==> config.mk <==
export PLATFORM = sky130hd
export DESIGN_NAME = srl16_shift_lut
export DESIGN_NICKNAME = d
export VERILOG_FILES = /design/src/rtl/srl16_pkg.sv /design/src/rtl/srl16_lane.sv /design/src/rtl/srl16_shift_lut.sv
export SDC_FILE = /design/constraint.sdc
export NUM_CORES = 1
export LEC_CHECK = 0
export CORE_MARGIN = 2
export CORE_UTILIZATION = 54
export CTS_BUF_LIST = sky130_fd_sc_hd__clkbuf_2 sky130_fd_sc_hd__clkbuf_4 sky130_fd_sc_hd__clkbuf_8
export CTS_CLUSTER_DIAMETER = 100
export CTS_CLUSTER_SIZE = 12
export DETAILED_ROUTE_END_ITERATION = 10
export PLACE_DENSITY_LB_ADDON = 0.1
export RECOVER_POWER = 50
export SYNTH_ARGS = -nofsm -noshare
export SYNTH_HDL_FRONTEND = slang
export SYNTH_HIERARCHICAL = 1
export SYNTH_SLANG_ARGS = --single-unit
==> constraint.sdc <==
create_clock -name CLK -period 1.6 [get_ports CLK]
set_input_delay 0.16 -clock CLK [delete_from_list [all_inputs] [get_ports CLK]]
set_output_delay 0.16 -clock CLK [all_outputs]
set_load 0.02 [all_outputs]
==> src/rtl/srl16_pkg.sv <==
// Shared constants for the portable SRL16 / SRL16_1 replacement.
package srl16_pkg;

  localparam int SRL_DEPTH  = 16;
  localparam int SRL_ADDR_W = 4;

  // Power-up / reset contents used when an instance does not override INIT.
  localparam logic [SRL_DEPTH-1:0] SRL_INIT_DEFAULT = 16'h0000;

endpackage

==> src/rtl/srl16_lane.sv <==
// One bit-lane of the shift-register LUT: 16-deep serial shifter with a
// combinational tap mux. The shifting edge is chosen at elaboration time by
// INVERT so the clock net itself is never passed through logic.
module srl16_lane
  import srl16_pkg::*;
#(
  parameter logic [SRL_DEPTH-1:0] INIT   = SRL_INIT_DEFAULT,
  parameter logic                 INVERT = 1'b0
) (
  input  logic                  CLK,
  input  logic                  RST,
  input  logic                  CE,
  input  logic                  D,
  input  logic [SRL_ADDR_W-1:0] A,
  output logic                  Q,
  output logic                  Q15
);

  // data[0] is the newest bit, data[SRL_DEPTH-1] the oldest.
  logic [SRL_DEPTH-1:0] data;

  if (INVERT) begin : g_fall
    // Falling-edge shifter (SRL16_1 behaviour); reset loads INIT immediately.
    always_ff @(negedge CLK or posedge RST) begin
      if (RST) begin
        data <= INIT;
      end else if (CE) begin
        data <= {data[SRL_DEPTH-2:0], D};
      end
    end
  end else begin : g_rise
    // Rising-edge shifter (SRL16 behaviour); reset loads INIT immediately.
    always_ff @(posedge CLK or posedge RST) begin
      if (RST) begin
        data <= INIT;
      end else if (CE) begin
        data <= {data[SRL_DEPTH-2:0], D};
      end
    end
  end

  // Tap read. The uniform-contents shortcuts keep Q known in simulation when
  // A is X/Z; in hardware all three branches reduce to data[A].
  always_comb begin
    Q = data[A];
    if (data == '0) begin
      Q = 1'b0;
    end else if (&data) begin
      Q = 1'b1;
    end
  end

  assign Q15 = data[SRL_DEPTH-1];

endmodule

==> src/rtl/srl16_shift_lut.sv <==
// Vendor-independent SRL16 / SRL16_1 replacement: WIDTH parallel 16-deep
// delay lanes sharing clock, reset, enable and tap address.
module srl16_shift_lut
  import srl16_pkg::*;
#(
  parameter logic [SRL_DEPTH-1:0] INIT   = SRL_INIT_DEFAULT,
  parameter logic                 INVERT = 1'b0,
  parameter int                   WIDTH  = 1
) (
  input  logic                  CLK,
  input  logic                  RST,
  input  logic                  CE,
  input  logic [WIDTH-1:0]      D,
  input  logic [SRL_ADDR_W-1:0] A,
  output logic [WIDTH-1:0]      Q,
  output logic [WIDTH-1:0]      Q15
);

  // Edge polarity is resolved per lane through INVERT, selecting a
  // posedge or negedge register process at elaboration.
  for (genvar i = 0; i < WIDTH; i++) begin : g_lane
    srl16_lane #(
      .INIT   (INIT),
      .INVERT (INVERT)
    ) u_lane (
      .CLK (CLK),
      .RST (RST),
      .CE  (CE),
      .D   (D[i]),
      .A   (A),
      .Q   (Q[i]),
      .Q15 (Q15[i])
    );
  end

endmodule

**After elaboration in Yosys (flattened, before gate mapping)**

Cells that the tools add are included.

- Bits in writable memories: 0
- Bits in latches: 0
- ROM bits: 0
- Input bits: 8
- Bits in registers: 16
- Memories kept: 0
- Output and inout bits: 2

- Shift-type cells: 0
- Bitwise gates (word level): 0
- $mul: 0
- $lt $le $gt $ge: 1
- Equality and inequality tests: 0
- Div/mod/pow operators: 0
- Muxes and demuxes: 4
- Reduce and logical (&&, ||, !) cells: 2
- Add/sub/neg operators: 0

Operator list:

| kind | count |
|---|---|
| $logic_not A16 Y1 | 1 |
| $reduce_and A16 Y1 | 1 |
| $lt A4 B5 Y1 const B | 1 |
| $bmux W1 S4 | 1 |
| $mux W1 | 3 |

**Longest topological paths before layout**

Gate-level depths: netlist of run 1.

- Word-level depth: 4
- Gate-level depth with buffers: 3
- Gate-level depth less buffers: 3

**Worst setup path after synthesis of run 1**

OpenSTA, ideal clock, no wires.

- Path kind: register to output
- Start point: reg g_lane[0].u_lane.data[15]
- End point: out Q
- Setup slack: 0.206 ns
- Data required time: 1.440 ns
- Cell stages (with the launch flop): 4
- Arrival time: 1.234 ns
- Cell sequence: dfrtp_1 > mux4_1 > mux2i_1 > mux2i_1

- Cells in the longest elaborated chain, start to end: 4

RTL lines:

| element | RTL line | text |
|---|---|---|
| from (decl) | srl16_lane.sv:20 | `logic [SRL_DEPTH-1:0] data;` |
| from (signal assigned) | srl16_lane.sv:37 | `data <= {data[SRL_DEPTH-2:0], D};` |
| $bmux W1 S4 | srl16_lane.sv:45 | `Q = data[A];` |
| $mux W1 (implied by the code) | srl16_lane.sv:45 |  |
| $mux W1 | srl16_lane.sv:48 | `end else if (&data) begin` |
| $mux W1 * | srl16_lane.sv:46 | `if (data == '0) begin` |
| to (decl) | srl16_shift_lut.sv:15 | `output logic [WIDTH-1:0] Q,` |

Every way passes the cells marked *; elsewhere a longest branch is shown, timed or not. The select of a mux whose other input is x is not followed.

**Worst setup path after layout of run 1**

- Start point: reg g_lane[0].u_lane.data[0]
- End point: out Q

Same word-level chain as after synthesis.

==> impl_metrics.csv, run 1 <==
group,metric,value,unit
cells_and_area,top_register,"g_lane.u_lane/data",
place,place_area,960,um^2
synthesis,synth_edf_count,0,
power,seqPwrFrac,40.6,%
grt,grt_overflow,0,
worst_setup_path,cp-startpoint,"g_lane[0].u_lane/data[0]$_DFFE_PP0P_",
worst_setup_path,cpLargestDelayFamily,"multiplexers",
sta,setup_viol,1,
worst_setup_path,r2r_start,"g_lane[0].u_lane/data[8]$_DFFE_PP0P_",
outcome,status,"complete, but fails checks",
worst_setup_path,crit_arrival,1.55,ns
synthesis,synth_cells,42,
cells_and_area,multi_input_area,300,um^2
worst_setup_path,crit_slowest_cell,"mux4_2",
worst_setup_path,critPathMaxStageDelay,0.46,ns
sta,fmax,585,MHz
synthesis,yosys.area.top_type,"dfrtp_1",
worst_setup_path,cpMostUsedCell,"mux2i_1",
worst_setup_path,crit_type,"reg2out",
drt,viasPerCell,5.22,
sta,maxSlewViolCount,0,
place,dp_hpwl,1070,um
synthesis,netlist_area,726,um^2
sta,hold_viol_final,0,
drt,route.detailed.wl_per_inst,15.9,um
die,die_w,40.7,um
sta,finalCritPeriodShare,107,%
outcome,violations,"negative setup slack",
power,p_sw,0.000431,W
grt,grt_max_degree,17,
synthesis,yosysWarnings,6,
synthesis,ys_top_cells_by_area,"dfrtp_1, mux2_2, mux4_1",
cells_and_area,fin_cells,91,
die,die-area,1650,um^2
clock_network,cts_tree,"yes",
sta,slew_headroom,62.0,%
clock_network,insertion_delay,0.28,ns
die,start_util,56.5,%
drt,finalWirelength,1450,um
synthesis,synth-simple-area-share,0,%
power,leakage,0.479,nW
synthesis,synth_top_family_by_area,"multiplexers",
sta,whs,0.367,ns
power,comb_power_share,43.2,%
sta,fin_crit,1.71,ns
cells_and_area,top_regs,"g_lane.u_lane/data x16",
clock_network,hold_buffers,0,
cells_and_area,ff_latch_area,400,um^2
cells_and_area,nNetsFinal,85,
power,irDropWorstVdd,1070,uV
grt,grt_usage,21.2,%
die,rows,13,
cells_and_area,fillCellCount,73,
grt,grt_pass1_wl,2130,um
die,pin_count,10,
clock_network,cts_buffer_depth,2,
grt,antenna_found_initial,0,
power,swShare,27.0,%
drt,vias,475,
worst_setup_path,cp_max_fo,2,
drt,postRouteAntennaNets,0,
sta,tns,-0.111,ns
synthesis,synthXorXnorAreaFrac,0,%
cells_and_area,largest_register_ffs,16,
worst_setup_path,rr_endpoint,"g_lane[0].u_lane/data[9]$_DFFE_PP0P_",
synthesis,synth_adder_area_share,0,%
clock_network,root_buffer,"clkbuf_4",
place,gp_congestion,0.686,
worst_setup_path,path_buf_inv,1,
synthesis,synth-main-ff-cell,"dfrtp_1",
place,numPortBuffers,9,
synthesis,synthMuxAreaShare,42.9,%
worst_setup_path,r2r_cells,3,
synthesis,synth.distinct_cells,7,
sta,rsz0062_at_grt,"yes",
grt,grt_pass1_vias,476,
clock_network,cts-buffers-inserted,3,
synthesis,ys_seq_area_share,55.2,%
synthesis,syn_nets,50,
synthesis,yosysTopAreaCellShare,55.2,%
drt,drt-initial-drc-count,18,
synthesis,synthArstFlopShare,100,%
power,power.density,1570,nW/um^2
cells_and_area,drive_above_1_share,63.2,%
die,die_y,40.7,um
worst_setup_path,r2r_slack,0.58,ns
worst_setup_path,start_kind,"flip-flop",
sta,fin_worst_skew,0.000835,ns
cells_and_area,area_delta_synth_final,40.0,%
worst_setup_path,crit_cells,4,
sta,tightest_slew,0.569,ns
place,dp.cells,82,
power,p_total,0.00160,W
cells_and_area,insertedDiodeCount,0,
cells_and_area,final_area,1020,um^2
synthesis,synth_compound_area_share,0,%
hold_path,worstHoldPathType,"in2async",
synthesis,syn_avg_cell_area,17.3,um^2
worst_setup_path,crit_end,"Q",
synthesis,synthTopCellsByCount,"dfrtp_1, mux2_2, mux2i_1, mux4_1, buf_2",
clock_network,h-tree-depth,1,
worst_setup_path,critPathRequiredTime,1.44,ns
clock_network,clk_pin_slew_worst_paths,0.09,ns
power,clock_power_share,16.2,%
sta,fin_ws,-0.111,ns
worst_setup_path,worstSetupEndpointType,"output port",
worst_setup_path,cp_cell_sequence,"mux4_2, mux2i_1, mux2i_1, buf_4",
clock_network,clkSinkCount,16,
die,core,1280,um^2
synthesis,synth-seq-cells,16,
drt,drt_first_pass_iters,4,
flow_run,drv_cap,0,
drt,drc,0,
power,p_int,0.00117,W
[how the worst min path moves through the flow]
stage	to	slack, ns	depth (start not counted)
3_5_place_dp	g_lane[0].u_lane/data[15]$_DFFE_PP0P_	0.53	1
5_1_grt	g_lane[0].u_lane/data[9]$_DFFE_PP0P_	0.41	2
4_1_cts	g_lane[0].u_lane/data[10]$_DFFE_PP0P_	0.24	2
6_report	g_lane[0].u_lane/data[10]$_DFFE_PP0P_	0.37	2
2_1_floorplan	g_lane[0].u_lane/data[0]$_DFFE_PP0P_	0.07	1
3_3_place_gp	g_lane[0].u_lane/data[5]$_DFFE_PP0P_	0.51	1
[cell families (layout without fill, tap and decap cells)]
kind of cell / count (synthesis) / after routing
flip-flops: 16 / 16
buffers and inverters: 3 / 37
multiplexers: 23 / 23
[cell type report]
type	count	share of cell area, %
multi-input cells	23	29.6
repair buffers	32	25.2
clock buffers	4	3.57
inverters	1	0.369
flip-flops and latches	16	39.4
well taps	15	1.85
[per-layer routing]
| metal | GRT usage, % | wire (um) | vias to the layer above |
|---|---|---|---|
| met1 | 27.9 | 647 | 235 |
| met5 | 0 | 0 | - |
| met4 | 7.50 | 13 | 0 |
| met3 | 3.26 | 51 | 3 |
| met2 | 35.7 | 734 | 13 |
| li1 | - | - | 224 |
[worst reg2reg max path: cells and delay by family, from the launching register on]
kind                   cells  cell delay, ns
buffers and inverters      2            0.26
flip-flops                 1            0.41
multiplexers               1            0.25
[cell usage in the layout (no fill, tap or decap), drive strengths merged]
cell type	count
buf	24
clkbuf	4
clkdlybuf4s50	4
dfrtp	16
dlygate4sd2	3
dlygate4sd3	1
inv	1
mux2	16
mux2i	3
mux4	4
[stage by stage]
step | utilization [%] | setup slack, ns
finish | 79.1 | -0.111
global route | 79.1 | -0.174
CTS | 79.1 | -0.119
detailed placement | 74.7 | -0.605
global placement | 74.7 | -0.558
floorplan | - | 0.206
[power by group through the flow]
stage	logic, W	registers, W	clock network, W
2_1_floorplan	0.000259	0.000648	0
3_3_place_gp	0.000566	0.000637	0
3_5_place_dp	0.000605	0.000652	0
4_1_cts	0.000695	0.000646	0.000268
5_1_grt	0.000732	0.000662	0.000295
6_report	0.000690	0.000649	0.000258
[what timing repair did]
action	CTS	global route
gates resized for setup	11	0
setup buffers	5	0
endpoints found under the setup margin	1	1
No activity file was read; power rests on OpenSTA's default activity.
==> run 2: changes to the inputs <==
Settings changed: MAX_ROUTING_LAYER from default to met4.
==> results of run 2 <==
Final layout, timing and power as in run 1 (identical DEF).
Among the figures that moved: final weighted congestion in routability-driven placement 0.686 -> 0.693; overall routing resource usage 21.2% -> 21.9%
==> run 3: changes to the inputs <==
Settings changed: SKIP_LAST_GASP from default to 1.
==> results of run 3 <==
Final layout, timing and power as in run 1 (identical DEF).
Among the figures that moved: final weighted congestion in routability-driven placement 0.686 -> 0.693; overall routing resource usage 21.2% -> 21.9%
